**config.mk**
```make
export PLATFORM = sky130hd
export DESIGN_NAME = draw_crosshair_multi
export DESIGN_NICKNAME = d
export VERILOG_FILES = /design/src/rtl/draw_pkg.sv /design/src/rtl/crosshair_offset_clip.sv /design/src/rtl/draw_crosshair_multi.sv
export SDC_FILE = /design/constraint.sdc
export NUM_CORES = 1
export LEC_CHECK = 0
export ABC_AREA = 0
export CAP_MARGIN = 25
export CORE_ASPECT_RATIO = 0.75
export CORE_UTILIZATION = 47
export CTS_CLUSTER_DIAMETER = 100
export CTS_CLUSTER_SIZE = 14
export DETAILED_ROUTE_END_ITERATION = 12
export PLACE_DENSITY = 0.82
export SLEW_MARGIN = 20
export SYNTH_ARGS = -nofsm -noshare
export SYNTH_HDL_FRONTEND = slang
export SYNTH_SLANG_ARGS = --single-unit
```
**constraint.sdc**
```tcl
create_clock -name clock -period 3.85 [get_ports clock]
set_input_delay 0.385 -clock clock [delete_from_list [all_inputs] [get_ports clock]]
set_output_delay 0.385 -clock clock [all_outputs]
set_load 0.02 [all_outputs]
```
**src/rtl/draw_pkg.sv**
```systemverilog
// rtl/draw_pkg.sv - shared state, direction and screen constants for the crosshair renderer
package draw_pkg;

    typedef enum logic [1:0] {
        IDLE   = 2'd0,
        CENTRE = 2'd1,
        ARM    = 2'd2,
        DONE   = 2'd3
    } state_e;

    typedef enum logic [1:0] {
        DIR_TOP    = 2'd0,
        DIR_RIGHT  = 2'd1,
        DIR_BOTTOM = 2'd2,
        DIR_LEFT   = 2'd3
    } dir_e;

    localparam int DEF_SCREEN_W = 160;
    localparam int DEF_SCREEN_H = 120;
    // step counter width, enough for arms of up to 15 pixels
    localparam int K_W          = 4;

endpackage

```
**src/rtl/crosshair_offset_clip.sv**
```systemverilog
// rtl/crosshair_offset_clip.sv - centre plus directional offset with off-screen detection
module crosshair_offset_clip
    import draw_pkg::*;
#(
    parameter int X_W      = 8,
    parameter int Y_W      = 7,
    parameter int SCREEN_W = DEF_SCREEN_W,
    parameter int SCREEN_H = DEF_SCREEN_H
) (
    input  logic [X_W-1:0] center_x,
    input  logic [Y_W-1:0] center_y,
    input  dir_e           dir,
    input  logic [K_W-1:0] k,
    output logic [X_W-1:0] pix_x,
    output logic [Y_W-1:0] pix_y,
    output logic           on_screen
);

    logic [X_W:0] ext_x;
    logic [Y_W:0] ext_y;
    logic [X_W:0] k_x;
    logic [Y_W:0] k_y;

    assign k_x = (X_W+1)'(k);
    assign k_y = (Y_W+1)'(k);

    // k=0 yields the centre itself; a borrow wraps into the extra bit and fails the bound test
    always_comb begin
        ext_x = {1'b0, center_x};
        ext_y = {1'b0, center_y};
        case (dir)
            DIR_TOP:    ext_y = {1'b0, center_y} - k_y;
            DIR_RIGHT:  ext_x = {1'b0, center_x} + k_x;
            DIR_BOTTOM: ext_y = {1'b0, center_y} + k_y;
            DIR_LEFT:   ext_x = {1'b0, center_x} - k_x;
        endcase
    end

    assign pix_x     = ext_x[X_W-1:0];
    assign pix_y     = ext_y[Y_W-1:0];
    assign on_screen = (ext_x < (X_W+1)'(SCREEN_W)) && (ext_y < (Y_W+1)'(SCREEN_H));

endmodule

```
**src/rtl/draw_crosshair_multi.sv**
```systemverilog
// rtl/draw_crosshair_multi.sv - crosshair renderer FSM and VGA write port; CROSSHAIR_GAP_EN blanks pixels near the centre
module draw_crosshair_multi
    import draw_pkg::*;
#(
    parameter int ARM_LEN  = 1,
    parameter int X_W      = 8,
    parameter int Y_W      = 7,
    parameter int SCREEN_W = DEF_SCREEN_W,
    parameter int SCREEN_H = DEF_SCREEN_H,
    parameter int COLOUR_W = 18,
    parameter int GAP      = 1
) (
    input  logic                clock,
    input  logic                reset,
    input  logic                start,
    input  logic [X_W-1:0]      center_x,
    input  logic [Y_W-1:0]      center_y,
    input  logic [COLOUR_W-1:0] colour,
    output logic                busy,
    output logic                done,
    output logic [X_W-1:0]      vga_x,
    output logic [Y_W-1:0]      vga_y,
    output logic [COLOUR_W-1:0] vga_colour,
    output logic                vga_write
);

    localparam logic [K_W-1:0] ARM_LEN_K = K_W'(ARM_LEN);
    localparam logic [K_W-1:0] GAP_K     = K_W'(GAP);
`ifdef CROSSHAIR_GAP_EN
    localparam logic GAP_ENABLED = 1'b1;
`else
    localparam logic GAP_ENABLED = 1'b0;
`endif

    state_e                state_q, state_d;
    dir_e                  dir_q, dir_d;
    logic [K_W-1:0]        k_q, k_d;
    logic [X_W-1:0]        cx_q, cx_d;
    logic [Y_W-1:0]        cy_q, cy_d;
    logic [X_W-1:0]        vga_x_q, vga_x_d;
    logic [Y_W-1:0]        vga_y_q, vga_y_d;
    logic [COLOUR_W-1:0]   vga_colour_q, vga_colour_d;
    logic                  vga_write_q, vga_write_d;
    logic                  done_q, done_d;
    logic                  busy_q, busy_d;

    logic                  pix_cycle;
    logic [X_W-1:0]        src_x;
    logic [Y_W-1:0]        src_y;
    logic [X_W-1:0]        pix_x;
    logic [Y_W-1:0]        pix_y;
    logic                  on_screen;
    logic                  gap_hit;

    // The next pixel is computed from (dir_d, k_d) so that it lands in the output registers
    // in the same cycle the FSM enters the matching state.
    always_comb begin
        state_d      = state_q;
        dir_d        = dir_q;
        k_d          = k_q;
        cx_d         = cx_q;
        cy_d         = cy_q;
        vga_colour_d = vga_colour_q;
        src_x        = cx_q;
        src_y        = cy_q;
        pix_cycle    = 1'b0;
        done_d       = 1'b0;
        case (state_q)
            IDLE: begin
                if (start) begin
                    state_d      = CENTRE;
                    cx_d         = center_x;
                    cy_d         = center_y;
                    vga_colour_d = colour;
                    src_x        = center_x;
                    src_y        = center_y;
                    dir_d        = DIR_TOP;
                    k_d          = '0;
                    pix_cycle    = 1'b1;
                end
            end
            CENTRE: begin
                state_d   = ARM;
                dir_d     = DIR_TOP;
                k_d       = K_W'(1);
                pix_cycle = 1'b1;
            end
            ARM: begin
                if (k_q == ARM_LEN_K) begin
                    if (dir_q == DIR_LEFT) begin
                        state_d = DONE;
                        done_d  = 1'b1;
                    end else begin
                        dir_d     = dir_e'(dir_q + 2'd1);
                        k_d       = K_W'(1);
                        pix_cycle = 1'b1;
                    end
                end else begin
                    k_d       = k_q + K_W'(1);
                    pix_cycle = 1'b1;
                end
            end
            DONE: begin
                state_d = IDLE;
            end
        endcase
    end

    crosshair_offset_clip #(
        .X_W      (X_W),
        .Y_W      (Y_W),
        .SCREEN_W (SCREEN_W),
        .SCREEN_H (SCREEN_H)
    ) u_clip (
        .center_x  (src_x),
        .center_y  (src_y),
        .dir       (dir_d),
        .k         (k_d),
        .pix_x     (pix_x),
        .pix_y     (pix_y),
        .on_screen (on_screen)
    );

    assign gap_hit = GAP_ENABLED && (k_d <= GAP_K);

    always_comb begin
        vga_x_d     = pix_cycle ? pix_x : vga_x_q;
        vga_y_d     = pix_cycle ? pix_y : vga_y_q;
        vga_write_d = pix_cycle && on_screen && !gap_hit;
        busy_d      = (state_d != IDLE);
    end

    always_ff @(posedge clock) begin
        if (reset) begin
            state_q      <= IDLE;
            dir_q        <= DIR_TOP;
            k_q          <= '0;
            cx_q         <= '0;
            cy_q         <= '0;
            vga_x_q      <= '0;
            vga_y_q      <= '0;
            vga_colour_q <= '0;
            vga_write_q  <= 1'b0;
            done_q       <= 1'b0;
            busy_q       <= 1'b0;
        end else begin
            state_q      <= state_d;
            dir_q        <= dir_d;
            k_q          <= k_d;
            cx_q         <= cx_d;
            cy_q         <= cy_d;
            vga_x_q      <= vga_x_d;
            vga_y_q      <= vga_y_d;
            vga_colour_q <= vga_colour_d;
            vga_write_q  <= vga_write_d;
            done_q       <= done_d;
            busy_q       <= busy_d;
        end
    end

    assign vga_x      = vga_x_q;
    assign vga_y      = vga_y_q;
    assign vga_colour = vga_colour_q;
    assign vga_write  = vga_write_q;
    assign done       = done_q;
    assign busy       = busy_q;

endmodule

```
# Word level (Yosys, flattened, before mapping)
# Cells that the tools add are included.
dict set report totals {
  wordCells 59
  register_bits 59
  in_bits 36
  out_inout_bits 36
}
dict set report classes {
  n_lt_le_gt_ge 2
  bitwise_logic 2
  n_mux 23
  eq_ne 8
  n_reduce_logical 7
  n_addsub 6
}
# cell count
set op_table {}
lappend op_table {{9-bit case mux with 2 select lines} 1}
lappend op_table {{8-bit two-way mux} 2}
lappend op_table {{8-bit case mux with 2 select lines} 1}
lappend op_table {{7-bit two-way mux} 2}
lappend op_table {{2-bit two-way mux} 6}
lappend op_table {{4-bit two-way mux} 3}
lappend op_table {{4-bit case mux with 3 select lines} 1}
lappend op_table {{2-bit == test (second input constant)} 5}
lappend op_table {{8-bit by 4-bit adder with 9-bit output} 1}
lappend op_table {{9-bit by 8-bit < comparator with 1-bit output (second input constant)} 1}
lappend op_table {{8-bit by 4-bit subtractor with 9-bit output} 1}
lappend op_table {{7-bit by 4-bit adder with 8-bit output} 1}
lappend op_table {{8-bit by 7-bit < comparator with 1-bit output (second input constant)} 1}
lappend op_table {{2-bit case mux with 4 select lines} 1}
lappend op_table {{7-bit by 4-bit subtractor with 8-bit output} 1}
lappend op_table {{2-bit case mux with 3 select lines} 1}
lappend op_table {{4-bit by 1-bit adder with 4-bit output (second input constant)} 1}
lappend op_table {{2-bit by 1-bit == test with 1-bit output (second input constant)} 2}
lappend op_table {{4-bit by 1-bit == test with 1-bit output (second input constant)} 1}
lappend op_table {{2-bit logical NOT} 2}
lappend op_table {{1-bit two-way mux} 4}
lappend op_table {{1-bit case mux with 3 select lines} 1}
lappend op_table {{3-bit OR reduction} 1}
lappend op_table {{2-bit by 1-bit adder with 2-bit output (second input constant)} 1}
lappend op_table {{4 further kinds} 6}

# Depth between registers and ports, before layout
# Gate-level depths: netlist of run 1.
dict set report depth {
  ltp_word 9
  mapped_depth 18
  mapped_depth_nobuf 17
}

# By module
# Synthesis of run 1 repeated with hierarchy kept, for this count alone.
dict set report hier_totals {
  hier_cells 437
  hier_area_um2 3475.8
}
# module instances cells_each seq_area_each_um2 area_per_inst_um2
set modules_own_cells {}
lappend modules_own_cells {draw_crosshair_multi 1 292 1181.1 2424.8}
lappend modules_own_cells {crosshair_offset_clip 1 145 0.0 1051.0}

# Worst setup path after synthesis of run 1
# No wires, ideal clock.
dict set report synth_timing {
  kind {reg-to-reg}
  start {register k_q[0]}
  end {register vga_write_q, in the netlist vga_write}
  synth_period_minus_slack_ns 3.740
  path_buffers 1
  arrival_time_ns 3.622
  required_ns 3.732
  setup_time_ns 0.118
  path_stages_with_launch 18
  path_slack_ns 0.110
  path_cell_list {dfxtp_1 ha_1 or3b_1 buf_6 or3_1 nand3_2 a2bb2oi_2 nor3_1 ha_1 nor2_1 a21oi_1 ha_1 a21o_1 a21oi_1 a21oi_1 nor3_1 and4b_1 o2111a_1}
}
dict set report synth_between {
  elab_chain_cells 8
  word_cells_on_any_way 24
  classes_between {add/sub: 5; order compare: 2; eq/ne: 4; mux: 10; reduce/logical: 3}
}
# element line_no
set synth_lines {}
lappend synth_lines {{start: declaration} draw_crosshair_multi.sv:37} ;# logic [K_W-1:0] k_q, k_d;
lappend synth_lines {{start signal: assignment} draw_crosshair_multi.sv:149} ;# k_q <= k_d;
lappend synth_lines {{4-bit by 1-bit adder with 4-bit output (tied with other cells)} draw_crosshair_multi.sv:99} ;# k_d = k_q + K_W'(1);
lappend synth_lines {{4-bit two-way mux} draw_crosshair_multi.sv:89} ;# if (k_q == ARM_LEN_K) begin
lappend synth_lines {{4-bit case mux with 3 select lines *} draw_crosshair_multi.sv:68} ;# case (state_q)
lappend synth_lines {{net k_d[0]} draw_crosshair_multi.sv:37}
lappend synth_lines {{8-bit by 4-bit subtractor with 9-bit output (tied with other cells)} crosshair_offset_clip.sv:35} ;# DIR_LEFT: ext_x = {1'b0, center_x} - k_x;
lappend synth_lines {{9-bit case mux with 2 select lines or 8-bit case mux with 2 select lines (tied branches)} crosshair_offset_clip.sv:31} ;# case (dir)
lappend synth_lines {{9-bit by 8-bit < comparator with 1-bit output or 8-bit by 7-bit < comparator with 1-bit output (tied branches)} crosshair_offset_clip.sv:41} ;# assign on_screen = (ext_x < (X_W+1)'(SCREEN_W)) && (ext_y < (Y_W+1)'(SCREEN_H));
lappend synth_lines {{1-bit logical AND *} crosshair_offset_clip.sv:41}
lappend synth_lines {{1-bit logical AND *} draw_crosshair_multi.sv:129} ;# vga_write_d = pix_cycle && on_screen && !gap_hit;
lappend synth_lines {{end signal: assignment} draw_crosshair_multi.sv:155} ;# vga_write_q <= vga_write_d;
lappend synth_lines {{end: declaration} draw_crosshair_multi.sv:43} ;# logic vga_write_q, vga_write_d;
# Mark *: on every way through the listed nets, which the timed path passes. The rest lies on a longest branch.
# A chain may end at the register's enable or synchronous reset.

# Worst setup path in the final report of run 1
dict set report layout_timing {
  start {register k_q[1]}
  end {register vga_write_q, in the netlist vga_write}
}
dict set report layout_between {
  elab_chain_cells 8
  word_cells_on_any_way 24
  classes_between {add/sub: 5; order compare: 2; eq/ne: 4; mux: 10; reduce/logical: 3}
}
# element line_no
set layout_lines {}
lappend layout_lines {{4-bit by 1-bit adder with 4-bit output (tied with other cells)} draw_crosshair_multi.sv:99}
lappend layout_lines {{4-bit two-way mux or 2-bit two-way mux (tied branches)} draw_crosshair_multi.sv:89}
lappend layout_lines {{4-bit case mux with 3 select lines or 2-bit case mux with 3 select lines (tied branches)} draw_crosshair_multi.sv:68}
lappend layout_lines {{8-bit by 4-bit subtractor with 9-bit output (tied with other cells)} crosshair_offset_clip.sv:35}
lappend layout_lines {{9-bit case mux with 2 select lines or 8-bit case mux with 2 select lines (tied branches)} crosshair_offset_clip.sv:31}
lappend layout_lines {{9-bit by 8-bit < comparator with 1-bit output or 8-bit by 7-bit < comparator with 1-bit output (tied branches)} crosshair_offset_clip.sv:41}
lappend layout_lines {{1-bit logical AND} crosshair_offset_clip.sv:41}
lappend layout_lines {{1-bit logical AND *} draw_crosshair_multi.sv:129}
# Mark *: on every way between the ends. The rest lies on a longest branch, timed or not.

==> out/results.ini, run 1 <==
[outcome]
outcome=completed

[sta]
worst_clock_skew_ns=0.01208
hold_violations=0
setup_ws_ns=0.1296
worst_pin_slew_ns=0.6466
finalCritPeriodShare=0.9663
setup_viol=0
tns_ns=0
min_period_ns=3.720
relSlewSlack=0.5689
slew_violations=0
holdWs_ns=0.4527
timing.fmax_mhz=268.8

[place]
place_ws_ns=-0.09651
placed_area_mm2=0.004372
gp_congestion=0.9194
dp_hpwl_um=6944
io_buffers=71

[die]
ios=72
die_w_um=100.9
dieArea_mm2=0.007687
die_height_um=76.18
start_util=0.4953
core-area_mm2=0.006962
rows=26

[route]
drtIter0Drc=176
drc=0
dr.pass1.iters=4
num_vias=3298
wl_um=9561
vias_per_cell=5.380
wl_per_cell_um=15.60
ant_nets=0

[critical_path]
worstSetupPathType=reg -> reg
crit_required_ns=4.10
start_kind=register
max_stage_delay_ns=0.45
cp.arrival_ns=3.97
crit_path_end_kind=register
cp_max_fo=6
cp_common_cell=inv_1
crit_path_cell_trace=inv_1 > ha_1 > or3b_4 > nor2_1 > a21oi_1 > o22ai_2 > inv_1 > ha_2 > mux2i_4 > fa_1 > a211oi_2 > o21a_1 > a2bb2oi_1 > o211ai_1 > o2111a_1
crit_slowest_cell=fa_1

[final_layout]
layout_commonest_cell=nand2_1
area_growth_pct=34.36
fillers=603
final_cell_mix=73 x nand2_1, 70 x clkdlybuf4s50_1, 57 x dfxtp_1
nets=571
drive_gt1_frac=0.1689
n_antenna_cell=0
design_area_mm2=0.004633

[yosys]
syn_area_mm2=0.003448
yosys_register_bits=59
synthFlopType=dfxtp_1
synth_edf_count=0
yosysUniqueCellTypes=60
synth_async_sr_flop_share=0
syn_nets=480
syn-instance-count=419
ys_seq_area_frac=0.3425
ys_warn_count=0
synth_area_per_cell_um2=8.230

[clocking]
clk_pin_slew_ns=0.07
numCtsBuffers=9
insertion_delay_ns=0.35
htreeDepth=3
cts-root-buf=clkbuf_8
cts_tree=yes
cts_sinks=59
clockBufferDepth=2

[global_route]
overflow=0
antenna_found_initial=0
grt_max_degree=59
grt_pass1_vias=3266
grt_use_total=0.2596
grt_pass1_wl_um=15550

[power]
ir_drop_uv=428.4
power.leakage_nw=1.945
cellPowerDensity_mw_per_mm2=921.5

[worst_hold_path]
hp-class=reg -> reg

[run]
max-cap-violations=0

power by group:
group / leakage [nW] / switching [mW] / internal (mW) / total (mW)
clock network: 0.0884 / 0.257 / 0.266 / 0.524
registers: 0.485 / 0.0687 / 0.752 / 0.820
logic: 1.37 / 1.62 / 1.30 / 2.93
worst paths after layout:
path                            slack, ns        endpoint  depth (start not counted)            from
worst max register to register       0.13       vga_write                         15          k_q[1]
worst min-delay path                 0.45  vga_colour[17]                          2  vga_colour[17]
worst max-delay path                 0.13       vga_write                         15          k_q[1]
worst min register to register       0.45  vga_colour[17]                          2  vga_colour[17]
registers in the layout, indices dropped and copies added (netlist names):
| signal | count |
|---|---|
| state_q | 2 |
| dir_q | 2 |
| k_q | 4 |
| vga_colour | 18 |
| vga_write | 1 |
| vga_y | 7 |
| busy | 1 |
| done | 1 |
| cx_q | 8 |
| cy_q | 7 |
| vga_x | 8 |
timing repair:
action                     4_1_cts  5_1_grt
cloned                           0        0
hold buffers                     0        0
resized for setup                2       18
setup buffers                    0        2
pin swaps                        1        9
setup endpoints to repair        1        5
worst max-delay path, delay by kind of cell, from the launching register on:
kind            cells  cell delay (ns)
buf+inv             2             0.19
mux                 1             0.08
simple gates        2             0.57
compound gates      7             1.48
fa+ha+maj           3             0.97
flops               1             0.34
synth_stat cells (2+ instances only):
master	n	share of area
o21a_1	2	0.0044
inv_1	25	0.027
o21ai_0	12	0.017
a311oi_2	5	0.022
buf_6	3	0.0098
a21o_1	7	0.015
xnor2_1	8	0.020
nor2b_1	4	0.0073
nand2b_1	2	0.0036
o211ai_1	8	0.017
a211o_1	2	0.0051
nor3_1	7	0.010
ha_1	23	0.083
nand2_1	73	0.079
clkbuf_1	9	0.0098
mux2i_1	16	0.046
dfxtp_1	59	0.34
fa_1	2	0.012
nand3_1	6	0.0087
nand2_2	2	0.0036
o22ai_1	2	0.0036
nor2_1	45	0.049
xor2_1	2	0.0051
a21oi_1	39	0.057
nand4_1	3	0.0054
a221oi_1	2	0.0051
a2bb2oi_2	2	0.0087
buf_2	5	0.0073
a31oi_1	2	0.0036
or3_1	3	0.0054
a21oi_2	2	0.0051
buf_1	2	0.0022
buf_4	3	0.0065
and3_1	2	0.0036
a211oi_2	3	0.011
or2_2	3	0.0054
metal layers:
| metal | routed length, um | up-vias | GRT usage |
|---|---|---|---|
| met1 | 4378 | 1536 | 0.3377 |
| met3 | 609 | 17 | 0.06697 |
| met5 | 0 | - | 0 |
| met2 | 4435 | 115 | 0.4212 |
| li1 | - | 1630 | - |
| met4 | 138 | 0 | 0.07826 |
logic make-up (layout without fill, tap and decap cells):
group | count (synthesis) | after routing | share of synthesized area
AOI/OAI and AO/OA | 101 | 101 | 0.2126
xor gates and xnor gates | 10 | 10 | 0.02540
adders and majority gates | 25 | 25 | 0.09507
buffers and inverters | 47 | 143 | 0.06277
DFF | 59 | 59 | 0.3425
muxes | 17 | 17 | 0.05080
and+or+nand+nor | 160 | 160 | 0.2108
per-stage QoR:
stage	power [mW]	utilization	instances
finish	4.269	0.6655	613
global route	4.584	0.6655	613
CTS	4.092	0.6542	611
detailed placement	3.525	0.6280	595
global placement	3.450	0.6280	595
floorplan	2.730	-	419
area by class of cell:
type	instances	area, um^2	share of cell area
sequential	59	1184	0.2555
tap	98	122.6	0.02647
multi-input combinational	313	2112	0.4558
clock inverter	4	25.02	0.005401
timing repair buffer	102	940.9	0.2031
inverter	25	93.84	0.02025
clock buffer	12	155.1	0.03349
(Power assumes the default switching activity.)
==> run 2, diff against run 1 <==
--- a/config.mk
+++ b/config.mk
@@ -14,5 +14,4 @@
 export DETAILED_ROUTE_END_ITERATION = 12
 export PLACE_DENSITY = 0.82
-export SLEW_MARGIN = 20
 export SYNTH_ARGS = -nofsm -noshare
 export SYNTH_HDL_FRONTEND = slang
==> constraint.sdc (replaced) <==
create_clock -name clock -period 3.85 [get_ports clock]
set_input_delay 1.155 -clock clock [delete_from_list [all_inputs] [get_ports clock]]
set_output_delay 1.155 -clock clock [all_outputs]
set_load 0.02 [all_outputs]
==> out/results.ini, run 2 (synthesized netlist as in run 1, its figures left out) <==
[outcome]
outcome=completed  ; unchanged

[route]
dr.pass1.iters=5  ; was 4
drc=0  ; unchanged
wl_per_cell_um=15.48  ; was 15.60 um
vias_per_cell=5.392  ; was 5.380
wl_um=10060  ; was 9561 um
ant_nets=0  ; unchanged
num_vias=3505  ; was 3,298
drtIter0Drc=187  ; was 176

[clocking]
htreeDepth=3  ; unchanged
cts_tree=yes  ; unchanged
clockBufferDepth=2  ; unchanged
insertion_delay_ns=0.35  ; about the same
cts_sinks=59  ; unchanged
numCtsBuffers=9  ; unchanged
clk_pin_slew_ns=0.07  ; about the same
cts-root-buf=clkbuf_8  ; unchanged

[die]
rows=26  ; unchanged
ios=72  ; unchanged
dieArea_mm2=0.007687  ; unchanged
die_w_um=100.9  ; unchanged
die_height_um=76.18  ; unchanged
start_util=0.4953  ; unchanged
core-area_mm2=0.006962  ; unchanged

[power]
ir_drop_uv=691.8  ; was 428.4 uV
p_sw_frac=0.4371  ; was 0.4565
p_sw_mw=2.105  ; was 1.949 mW
cellPowerDensity_mw_per_mm2=966.3  ; was 921.5 mW/mm^2
seq_power_share=0.170  ; was 0.192
pwr-share-comb=0.712  ; was 0.685
power.leakage_nw=2.140  ; was 1.945 nW
p_int_mw=2.711  ; was 2.321 mW
clkPwrFrac=0.118  ; was 0.123

[critical_path]
cp.arrival_ns=3.96  ; was 3.97 ns
worstSetupPathType=reg -> reg  ; unchanged
reg2reg_depth=16  ; was 15
start_kind=register  ; unchanged
cp_max_fo=6  ; unchanged
crit_required_ns=4.07  ; was 4.10 ns
crit_path_end_kind=register  ; unchanged

[final_layout]
nets=608  ; was 571
final_cell_mix=73 x nand2_1, 69 x clkdlybuf4s50_1, 66 x buf_4  ; was 73 x nand2_1, 70 x clkdlybuf4s50_1, 57 x dfxtp_1
largest_reg_flops=18  ; unchanged
layout_commonest_cell=nand2_1  ; unchanged
final_util=0.7159  ; was 0.6655
n_antenna_cell=0  ; unchanged
area_growth_pct=44.52  ; was 34.36%
drive_gt1_frac=0.2355  ; was 0.1689

[global_route]
grt_max_degree=37  ; was 59
overflow=0  ; unchanged
grt_pass1_wl_um=15590  ; was 15,550 um
grt_pass1_vias=3274  ; was 3,266
grt_use_total=0.2611  ; was 0.2596
antenna_found_initial=0  ; unchanged

[worst_hold_path]
hp-class=reg -> reg  ; unchanged
hold_depth=2  ; unchanged

[sta]
setup_ws_ns=0.1135  ; was 0.1296 ns
rsz0062_at_grt=true
finalCritPeriodShare=0.9705  ; was 0.9663
relSlewSlack=0.6044  ; was 0.5689
hold_violations=0  ; unchanged
min_period_ns=3.737  ; was 3.720 ns
slew_violations=0  ; unchanged
timing.fmax_mhz=267.6  ; was 268.8 MHz
worst_pin_slew_ns=0.5859  ; was 0.6466 ns
worst_clock_skew_ns=0.01408  ; was 0.01208 ns
setup_viol=0  ; unchanged

[run]
max-cap-violations=0  ; unchanged

[place]
place_ws_ns=-0.7057  ; was -0.09651 ns
io_buffers=71  ; unchanged
gp_congestion=0.8951  ; was 0.9194
dp_hpwl_um=7054  ; was 6944 um

run 2: cell count changes in the layout (fill, tap and decap cells not counted), sizes merged:
cell | previous run | this run
clkinvlp | 2 | 1
buf | 32 | 69
clkinv | 2 | 3
bufinv | 0 | 1
clkdlybuf4s50 | 70 | 69
run 2: power by group through the flow:
stage	Clock [mW]	Sequential (mW)	Combinational, mW
2_1_floorplan	0	0.936	1.82
3_3_place_gp	0	0.824	2.99
3_5_place_dp	0	0.829	3.07
4_1_cts	0.574	0.818	3.20
5_1_grt	0.606	0.831	3.68
6_report	0.566	0.819	3.43
run 2: final cells by class:
type | instances | area [um^2]
clock buffers | 11 | 141.4
clock inverters | 5 | 52.55
fillers | 517 | 1978
inverters | 25 | 93.84
multi-input cells | 313 | 2156
flip-flops and latches | 59 | 1181
well taps | 98 | 122.6
repair buffers | 139 | 1236
run 2: stage by stage:
stage / area [um^2] / std cells / TNS [ns] / total power, mW / hold slack [ns]
final: 4984 / 650 / 0 / 4.816 / 0.4530
after global routing: 4984 / 650 / -0.1401 / 5.117 / 0.4758
after CTS: 4912 / 649 / 0 / 4.596 / 0.4558
after detailed placement: 4691 / 631 / -5.362 / 3.900 / 0.4452
after global placement: 4691 / 631 / -4.678 / 3.816 / 0.4411
after floorplan: 3472 / 419 / 0 / 2.755 / 0.4558
run 2: repair_timing:
item	4_1_cts	5_1_grt
pin swaps	2	4
hold buffers	0	0
buffers inserted	2	1
gates cloned	0	0
gates resized for setup	9	16
endpoints found under the setup margin	9	8
run 2: worst max-delay path: stages, from the launching register on:
cell       delay (ns)
dfxtp_1          0.34
inv_1            0.09
ha_1             0.16
or3b_4           0.42
or3_1            0.38
nand3_2          0.09
a2bb2oi_2        0.08
inv_1            0.08
ha_1             0.24
mux2i_1          0.21
ha_1             0.28
nor2b_1          0.17
o2111ai_2        0.24
a21oi_2          0.11
o31a_1           0.32
a221oi_1         0.29
nor3_1           0.09
run 2: path summary, 6_finish.rpt:
check,slack (ns),start,to
setup / recovery,0.11,k_q[1],vga_x[7]
hold reg to reg,0.45,vga_colour[11],vga_colour[11]
hold / removal,0.45,vga_colour[11],vga_colour[11]
setup reg to reg,0.11,k_q[1],vga_x[7]
run 2: layer usage:
metal / track usage / share of wire / up-vias
met5: 0 / 0 / -
met2: 0.4205 / 0.46 / 150
met3: 0.06055 / 0.081 / 23
met4: 0.08696 / 0.018 / 0
li1: - / - / 1705
met1: 0.3431 / 0.44 / 1627
